**src/rtl/mmio_uart_tx_pkg.sv**
```systemverilog
// Shared constants for the memory-mapped UART transmitter: register offsets,
// STATUS bit positions and the serial FSM state type.
package mmio_uart_tx_pkg;

  localparam int unsigned XLEN_WIDTH = 32;

  localparam logic [3:0] UART_TXDATA = 4'h0;
  localparam logic [3:0] UART_STATUS = 4'h4;
  localparam logic [3:0] UART_DIV    = 4'h8;

  localparam int unsigned STAT_BUSY    = 0;
  localparam int unsigned STAT_FULL    = 1;
  localparam int unsigned STAT_EMPTY   = 2;
  localparam int unsigned STAT_OVERRUN = 3;

  typedef enum logic [1:0] {
    ST_IDLE,
    ST_START,
    ST_DATA,
    ST_STOP
  } tx_state_e;

  // Word offset inside the 16-byte window; byte-lane bits are ignored.
  function automatic logic [3:0] word_off(input logic [XLEN_WIDTH-1:0] addr);
    return {addr[3:2], 2'b00};
  endfunction

endpackage

```
**src/rtl/mmio_uart_tx_if.sv**
```systemverilog
// Data-side load/store port as seen by the UART window: the mem stage is the
// master, the UART the slave.
interface mmio_uart_tx_if;
  import mmio_uart_tx_pkg::*;

  logic [XLEN_WIDTH-1:0] read_addr;
  logic [XLEN_WIDTH-1:0] read_data;
  logic                  write_en;
  logic [XLEN_WIDTH-1:0] write_addr;
  logic [XLEN_WIDTH-1:0] write_data;
  logic                  hit;

  modport master (
    output read_addr, write_en, write_addr, write_data,
    input  read_data, hit
  );

  modport slave (
    input  read_addr, write_en, write_addr, write_data,
    output read_data, hit
  );

endinterface

```
**src/rtl/mmio_uart_tx_fifo.sv**
```systemverilog
// Byte queue feeding the UART shifter. MMIO_UART_TX_FIFO_EN selects a 4-entry
// FIFO; otherwise a single holding register is used.
module uart_tx_fifo (
  input  logic       clk,
  input  logic       rst,
  input  logic       push,
  input  logic       pop,
  input  logic [7:0] din,
  output logic [7:0] dout,
  output logic       full,
  output logic       empty
);

  logic push_ok;
  logic pop_ok;

  // Fullness is judged on the pre-edge state, so a push into a full queue is
  // lost even when a pop happens on the same edge.
  assign push_ok = push && !full;
  assign pop_ok  = pop && !empty;

`ifdef MMIO_UART_TX_FIFO_EN
  logic [7:0] mem_q [4];
  logic [7:0] mem_d [4];
  logic [1:0] wptr_q, wptr_d;
  logic [1:0] rptr_q, rptr_d;
  logic [2:0] count_q, count_d;

  assign full  = (count_q == 3'd4);
  assign empty = (count_q == 3'd0);
  assign dout  = mem_q[rptr_q];

  always_comb begin
    mem_d   = mem_q;
    wptr_d  = wptr_q;
    rptr_d  = rptr_q;
    count_d = count_q + {2'b00, push_ok} - {2'b00, pop_ok};
    if (push_ok) begin
      mem_d[wptr_q] = din;
      wptr_d        = wptr_q + 2'd1;
    end
    if (pop_ok) begin
      rptr_d = rptr_q + 2'd1;
    end
  end

  always_ff @(posedge clk) begin
    if (rst) begin
      wptr_q  <= '0;
      rptr_q  <= '0;
      count_q <= '0;
    end else begin
      wptr_q  <= wptr_d;
      rptr_q  <= rptr_d;
      count_q <= count_d;
    end
  end

  always_ff @(posedge clk) begin
    mem_q <= mem_d;
  end
`else
  logic       valid_q, valid_d;
  logic [7:0] data_q, data_d;

  assign full  = valid_q;
  assign empty = !valid_q;
  assign dout  = data_q;

  always_comb begin
    valid_d = (valid_q && !pop_ok) || push_ok;
    data_d  = push_ok ? din : data_q;
  end

  always_ff @(posedge clk) begin
    if (rst) begin
      valid_q <= 1'b0;
      data_q  <= '0;
    end else begin
      valid_q <= valid_d;
      data_q  <= data_d;
    end
  end
`endif

endmodule

```
**src/rtl/mmio_uart_tx.sv**
```systemverilog
// Memory-mapped 8N1 UART transmitter: TXDATA/STATUS/DIV register window and
// serial FSM. Queue depth follows MMIO_UART_TX_FIFO_EN (see uart_tx_fifo).
module mmio_uart_tx
  import mmio_uart_tx_pkg::*;
#(
  parameter logic [XLEN_WIDTH-1:0] BASE    = 32'h1000_0000,
  parameter logic [15:0]           CLK_DIV = 16'd868
) (
  input  logic                 clk,
  input  logic                 rst,
  mmio_uart_tx_if.slave        bus,
  output logic                 tx
);

  tx_state_e   state_q, state_d;
  logic [15:0] cnt_q, cnt_d;
  logic [2:0]  bit_idx_q, bit_idx_d;
  logic [7:0]  shift_q, shift_d;
  logic [15:0] div_q, div_d;
  logic        overrun_q, overrun_d;

  logic        rd_in_win, wr_in_win;
  logic        wr_txdata, wr_status, wr_div;
  logic        fifo_pop, fifo_full, fifo_empty;
  logic [7:0]  fifo_dout;
  logic [3:0]  status;
  logic        bit_done;
  logic        unused_wdata;

  assign unused_wdata = ^bus.write_data[XLEN_WIDTH-1:16];

  assign rd_in_win = (bus.read_addr[XLEN_WIDTH-1:4]  == BASE[XLEN_WIDTH-1:4]);
  assign wr_in_win = (bus.write_addr[XLEN_WIDTH-1:4] == BASE[XLEN_WIDTH-1:4]);
  assign bus.hit   = rd_in_win || (bus.write_en && wr_in_win);

  assign wr_txdata = bus.write_en && wr_in_win && (word_off(bus.write_addr) == UART_TXDATA);
  assign wr_status = bus.write_en && wr_in_win && (word_off(bus.write_addr) == UART_STATUS);
  assign wr_div    = bus.write_en && wr_in_win && (word_off(bus.write_addr) == UART_DIV);

  uart_tx_fifo u_fifo (
    .clk   (clk),
    .rst   (rst),
    .push  (wr_txdata),
    .pop   (fifo_pop),
    .din   (bus.write_data[7:0]),
    .dout  (fifo_dout),
    .full  (fifo_full),
    .empty (fifo_empty)
  );

  always_comb begin
    status               = '0;
    status[STAT_BUSY]    = (state_q != ST_IDLE) || !fifo_empty;
    status[STAT_FULL]    = fifo_full;
    status[STAT_EMPTY]   = fifo_empty;
    status[STAT_OVERRUN] = overrun_q;
  end

  always_comb begin
    bus.read_data = '0;
    if (rd_in_win) begin
      case (word_off(bus.read_addr))
        UART_STATUS: bus.read_data = {{(XLEN_WIDTH-4){1'b0}}, status};
        UART_DIV:    bus.read_data = {{(XLEN_WIDTH-16){1'b0}}, div_q};
        default:     bus.read_data = '0;
      endcase
    end
  end

  // Overrun set takes priority over a same-edge STATUS write clearing it.
  always_comb begin
    overrun_d = overrun_q;
    if (wr_status) overrun_d = 1'b0;
    if (wr_txdata && fifo_full) overrun_d = 1'b1;
    div_d = div_q;
    if (wr_div) div_d = (bus.write_data[15:0] == 16'd0) ? 16'd1 : bus.write_data[15:0];
  end

  // Bit period ends when the down counter reaches 1; reload picks up any new
  // DIV value only here, so a mid-bit DIV write never stretches the current bit.
  assign bit_done = (cnt_q <= 16'd1);

  always_comb begin
    state_d   = state_q;
    cnt_d     = cnt_q;
    bit_idx_d = bit_idx_q;
    shift_d   = shift_q;
    fifo_pop  = 1'b0;
    tx        = 1'b1;
    case (state_q)
      ST_IDLE: begin
        if (!fifo_empty) begin
          fifo_pop = 1'b1;
          shift_d  = fifo_dout;
          cnt_d    = div_q;
          state_d  = ST_START;
        end
      end
      ST_START: begin
        tx = 1'b0;
        if (bit_done) begin
          cnt_d     = div_q;
          bit_idx_d = '0;
          state_d   = ST_DATA;
        end else begin
          cnt_d = cnt_q - 16'd1;
        end
      end
      ST_DATA: begin
        tx = shift_q[bit_idx_q];
        if (bit_done) begin
          cnt_d = div_q;
          if (bit_idx_q == 3'd7) state_d = ST_STOP;
          else bit_idx_d = bit_idx_q + 3'd1;
        end else begin
          cnt_d = cnt_q - 16'd1;
        end
      end
      ST_STOP: begin
        if (bit_done) begin
          if (!fifo_empty) begin
            fifo_pop = 1'b1;
            shift_d  = fifo_dout;
            cnt_d    = div_q;
            state_d  = ST_START;
          end else begin
            state_d = ST_IDLE;
          end
        end else begin
          cnt_d = cnt_q - 16'd1;
        end
      end
      default: state_d = ST_IDLE;
    endcase
  end

  always_ff @(posedge clk) begin
    if (rst) begin
      state_q   <= ST_IDLE;
      cnt_q     <= '0;
      bit_idx_q <= '0;
      shift_q   <= '0;
      div_q     <= CLK_DIV;
      overrun_q <= 1'b0;
    end else begin
      state_q   <= state_d;
      cnt_q     <= cnt_d;
      bit_idx_q <= bit_idx_d;
      shift_q   <= shift_d;
      div_q     <= div_d;
      overrun_q <= overrun_d;
    end
  end

endmodule

```
**src/flat_wrapper.sv**
```systemverilog
// flat-port wrapper written by rule: the top's interface ports become plain ports
module mmio_uart_tx_flat import mmio_uart_tx_pkg::*;
#(
  parameter logic [XLEN_WIDTH-1:0] BASE    = 32'h1000_0000,
  parameter logic [15:0]           CLK_DIV = 16'd868
)
  (clk, rst, tx, bus_read_addr, bus_write_en, bus_write_addr, bus_write_data, bus_read_data, bus_hit);
  mmio_uart_tx_if bus_i ();
  input  logic clk;
  input  logic rst;
  output logic tx;
  input wire logic [$bits(bus_i.read_addr)-1:0] bus_read_addr;
  input wire logic [$bits(bus_i.write_en)-1:0] bus_write_en;
  input wire logic [$bits(bus_i.write_addr)-1:0] bus_write_addr;
  input wire logic [$bits(bus_i.write_data)-1:0] bus_write_data;
  output wire logic [$bits(bus_i.read_data)-1:0] bus_read_data;
  output wire logic [$bits(bus_i.hit)-1:0] bus_hit;
  assign bus_i.read_addr = bus_read_addr;
  assign bus_i.write_en = bus_write_en;
  assign bus_i.write_addr = bus_write_addr;
  assign bus_i.write_data = bus_write_data;
  assign bus_read_data = bus_i.read_data;
  assign bus_hit = bus_i.hit;
  mmio_uart_tx #(.BASE(BASE), .CLK_DIV(CLK_DIV)) u_core (.clk(clk), .rst(rst), .bus(bus_i), .tx(tx));
endmodule
```
**config.mk**
```make
export PLATFORM = sky130hd
export DESIGN_NAME = mmio_uart_tx_flat
export DESIGN_NICKNAME = d
export VERILOG_FILES = /design/src/rtl/mmio_uart_tx_pkg.sv /design/src/rtl/mmio_uart_tx_if.sv /design/src/rtl/mmio_uart_tx_fifo.sv /design/src/rtl/mmio_uart_tx.sv /design/src/flat_wrapper.sv
export SDC_FILE = /design/constraint.sdc
export NUM_CORES = 1
export LEC_CHECK = 0
export ABC_AREA = 0
export ABC_CLOCK_PERIOD_IN_PS = 4630
export BUFFER_PORTS_ARGS = -buffer_cell sky130_fd_sc_hd__buf_2
export CAP_MARGIN = 30
export CORE_ASPECT_RATIO = 1.2
export CORE_MARGIN = 2
export CORE_UTILIZATION = 35
export CTS_BUF_LIST = sky130_fd_sc_hd__clkbuf_8
export DETAILED_ROUTE_END_ITERATION = 8
export GPL_TIMING_DRIVEN = 0
export PLACE_DENSITY_LB_ADDON = 0.25
export SLEW_MARGIN = 20
export SYNTH_ARGS = -nofsm -noshare
export SYNTH_HDL_FRONTEND = slang
export SYNTH_SLANG_ARGS = --single-unit
```
**constraint.sdc**
```tcl
create_clock -name clk -period 4.63 [get_ports clk]
set_clock_uncertainty 0.15 [all_clocks]
set_input_delay 0.6945 -clock clk [delete_from_list [all_inputs] [get_ports clk]]
set_output_delay 0.6945 -clock clk [all_outputs]
set_load 0.01 [all_outputs]
```
==> flow_summary.json <==
{
  "startpoint_type": "flip-flop",
  "slew_headroom_pct": 47.3,
  "count_of_inserted_antenna_diode_cells": 0,
  "final.fill_count": 1059,
  "groute.usage.overall_pct": 20.4,
  "routed_wl_um": 12000,
  "post_drt_wl_per_cell_um": 17.2,
  "post-dp-hpwl_um": 9410,
  "synth_largest_type_area_fraction_pct": 29.2,
  "cts_post_setup_buffers_inserted": 0,
  "synth-seq-cells": 55,
  "grt_pass1_vias": 3807,
  "largest_net_degree_at_the_start_of_global_routing": 19,
  "worstSetupEndpointType": "output port",
  "cp_num_buf_inv": 3,
  "clock_tree.htree_level_count": 2,
  "clock_power_share_pct": 12.6,
  "port-buffer-count": 96,
  "share_comb_of_total_power_pct": 64.2,
  "avgViaCountPerCell": 5.62,
  "timing.setup.critical_path_class": "flip-flop to output port",
  "timing.final.setup_violations": 0,
  "placementRows": 41,
  "timing.reg2reg.worst_path_depth": 6,
  "cts_buffer_depth": 2,
  "detail_route.drc_violations": 0,
  "numClockSinks": 55,
  "layout_min_cycle_time_ns": 3.31,
  "max_stage_delay_ns": 0.66,
  "first_iter_violations": 226,
  "areaGrowthSynthToFinish_pct": 21.2,
  "max_cap_viol_count": 0,
  "ys_top_cells_by_area": "sky130_fd_sc_hd__dfxtp_1, sky130_fd_sc_hd__mux2i_1, sky130_fd_sc_hd__nand2b_1",
  "highest_layer": "met4",
  "rsz0062_at_grt": "false",
  "antenna_found_initial": 0,
  "place_congestion": 0.915,
  "clk_latency_ns": 0.32,
  "cp_data_required_time_ns": 3.79,
  "avgSynthCellArea_um2": 8.37,
  "dr_wl_met2_um": 6070,
  "power.density_nw_per_um2": 530,
  "design.final.nets": 679,
  "power.sequential.fraction_pct": 23.3,
  "global_route_wire_length_before_repair_um": 19300,
  "arrival_ns": 2.46,
  "tritoncts.num_buffers": 5,
  "die_area_um2": 11600,
  "timing_worst_slew_pin_value_ns": 0.790,
  "critical_path.max_fanout": 10,
  "yosysUniqueCellTypes": 66,
  "p_int_mw": 1.18,
  "post_synth_instance_area_um2": 3770,
  "floorplan.core_area_um2": 10500,
  "drive_gt1_share_pct": 26.7,
  "switching_share_pct": 51.3,
  "vias": 3927,
  "clk_pin_slew_ns": 0.11,
  "initial_core_util_pct": 35.9,
  "design.portCount": 133,
  "hold-worst-slack_ns": 0.333,
  "path_cells": "clkbuf_1 -> buf_1 -> a22oi_1 -> nor4_1 -> buf_2",
  "holdPathStages": 2,
  "ant_nets": 0,
  "detail_route.first_pass.iterations": 5,
  "final-hold-violation-count": 0,
  "post_cts_hold_buffer_count": 0,
  "slew_violations": 0,
  "die_w_um": 98.8,
  "die_height_um": 118,
  "path_delay_family": "buffers and inverters",
  "synth_area_leader_cell": "sky130_fd_sc_hd__dfxtp_1",
  "postLayoutCellArea_um2": 4580,
  "wl_met1_um": 4890,
  "timing.critical_path.depth": 5,
  "p_switching_mw": 1.24,
  "ys_seq_area_share_pct": 29.2,
  "crit_slowest_cell": "sky130_fd_sc_hd__buf_1",
  "worst_ir_drop_vdd_v": 0.000283,
  "max_freq_mhz": 302,
  "clock_tree.root_cell": "sky130_fd_sc_hd__clkbuf_8",
  "gr-total-overflow": 0,
  "synth_ff_type": "sky130_fd_sc_hd__dfxtp_1",
  "p_leak_nw": 1.87,
  "yosysWarningCount": 0,
  "cts_tree": "yes",
  "synth_cells": 451,
  "hp-class": "flip-flop to flip-flop",
  "fin_setup_tns_ns": 0,
  "placed_cell_area_um2": 4470,
  "dr_wl_met3_um": 797,
  "synth_edf_count": 0,
  "status": "finished, final reports clean",
  "async_flop_share_pct": 0,
  "post_cts_resize_count": 0,
  "timing.final.crit_share_pct": 71.4
}
power groups by stage:
stage / logic, mW / registers [mW] / clock network, mW
global placement: 1.50 / 0.571 / 0
floorplan: 1.11 / 0.559 / 0
finish: 1.56 / 0.564 / 0.304
CTS: 1.52 / 0.563 / 0.316
detailed placement: 1.52 / 0.573 / 0
global route: 1.68 / 0.570 / 0.329
metrics by stage:
step           std cells  utilization [%]  worst slack (ns)  power [mW]
6_report             699             43.5              1.32        2.42
5_1_grt              699             43.5              1.17        2.57
4_1_cts              699             43.5              1.35        2.40
3_5_place_dp         691             42.5              1.44        2.09
3_3_place_gp         691             42.5              1.48        2.07
2_1_floorplan        466                -              2.01        1.67
synth_stat cells (5+ instances only):
cell type and n:
sky130_fd_sc_hd__a211oi_1 7, sky130_fd_sc_hd__a21oi_1 25, sky130_fd_sc_hd__a221o_1 5, sky130_fd_sc_hd__a221oi_1 5, sky130_fd_sc_hd__a22oi_1 7, sky130_fd_sc_hd__a31oi_1 5
sky130_fd_sc_hd__and3_1 13, sky130_fd_sc_hd__buf_2 7, sky130_fd_sc_hd__buf_4 19, sky130_fd_sc_hd__clkbuf_1 18, sky130_fd_sc_hd__dfxtp_1 55, sky130_fd_sc_hd__ha_1 11
sky130_fd_sc_hd__inv_1 12, sky130_fd_sc_hd__mux2i_1 33, sky130_fd_sc_hd__nand2_1 27, sky130_fd_sc_hd__nand2b_1 24, sky130_fd_sc_hd__nand3_1 10, sky130_fd_sc_hd__nand4_1 5
sky130_fd_sc_hd__nor2_1 26, sky130_fd_sc_hd__nor3_1 14, sky130_fd_sc_hd__nor4_1 21, sky130_fd_sc_hd__o21ai_0 18, sky130_fd_sc_hd__o22ai_1 5, sky130_fd_sc_hd__o31ai_1 6
sky130_fd_sc_hd__xor2_1 5
worst paths after layout:
path	from	slack [ns]	to
max	u_core.u_fifo.full$_SDFF_PP0_	1.32	bus_read_data[1]
min	u_core.shift_q[1]$_SDFFE_PP0P_	0.33	u_core.shift_q[1]$_SDFFE_PP0P_
max reg2reg	u_core.cnt_q[2]$_SDFF_PP0_	2.08	u_core.cnt_q[8]$_SDFF_PP0_
min reg2reg	u_core.shift_q[1]$_SDFFE_PP0P_	0.33	u_core.shift_q[1]$_SDFFE_PP0P_
sequential cells by signal, indices dropped and copies added, names as in the netlist:
| name | flops |
|---|---|
| u_core.bit_idx_q | 3 |
| u_core.cnt_q | 16 |
| u_core.u_fifo.full | 1 |
| u_core.state_q | 2 |
| u_core.u_fifo.dout | 8 |
| u_core.overrun_q | 1 |
| u_core.shift_q | 8 |
| u_core.div_q | 16 |
tightest hold or removal path, stage by stage, from the launching register on:
cell	delay, ns
sky130_fd_sc_hd__dfxtp_1	0.32
sky130_fd_sc_hd__nand2b_1	0.07
sky130_fd_sc_hd__mux2i_1	0.06
metal layers:
layer,vias to the layer above,GRT usage [%]
li1,1894,-
met2,191,36.5
met1,1824,25.2
met4,0,6.25
met5,-,0
met3,18,2.20
logic make-up after synthesis:
family,Yosys count,share of synthesized area [%]
simple gates,166,24.8
compound gates,113,21.6
buf+inv,60,8.29
flops,55,29.2
mux,36,10.2
fa+ha+maj,11,3.65
xor+xnor,9,2.09
other cells,1,0.0993
cells in the final DEF (no fill, tap or decap), types with 6 or more instances in the layout:
master / netlist / final
sky130_fd_sc_hd__buf_2: 7 / 103
sky130_fd_sc_hd__dfxtp_1: 55 / 55
sky130_fd_sc_hd__mux2i_1: 33 / 33
sky130_fd_sc_hd__nand2_1: 27 / 27
sky130_fd_sc_hd__nor2_1: 26 / 26
sky130_fd_sc_hd__a21oi_1: 25 / 25
sky130_fd_sc_hd__nand2b_1: 24 / 24
sky130_fd_sc_hd__nor4_1: 21 / 21
sky130_fd_sc_hd__buf_4: 19 / 19
sky130_fd_sc_hd__clkbuf_1: 18 / 18
sky130_fd_sc_hd__o21ai_0: 18 / 18
sky130_fd_sc_hd__conb_1: 1 / 16
sky130_fd_sc_hd__nor3_1: 14 / 14
sky130_fd_sc_hd__and3_1: 13 / 13
sky130_fd_sc_hd__inv_1: 12 / 12
sky130_fd_sc_hd__ha_1: 11 / 11
sky130_fd_sc_hd__nand3_1: 10 / 10
sky130_fd_sc_hd__a22oi_1: 7 / 7
sky130_fd_sc_hd__a211oi_1: 7 / 7
sky130_fd_sc_hd__o31ai_1: 6 / 6
sky130_fd_sc_hd__clkbuf_8: 0 / 6
cell type report:
type / count / area (um^2) / share of cell area (%)
buffer: 48 / 268 / 5.85
clock buffer: 6 / 82.6 / 1.80
clock inverter: 2 / 20.0 / 0.438
inverter: 12 / 45.0 / 0.984
multi-input combinational: 351 / 2420 / 52.8
sequential: 55 / 1100 / 24.1
tap: 129 / 161 / 3.53
timing repair buffer: 96 / 480 / 10.5
No activity file was read; power rests on OpenSTA's default activity.
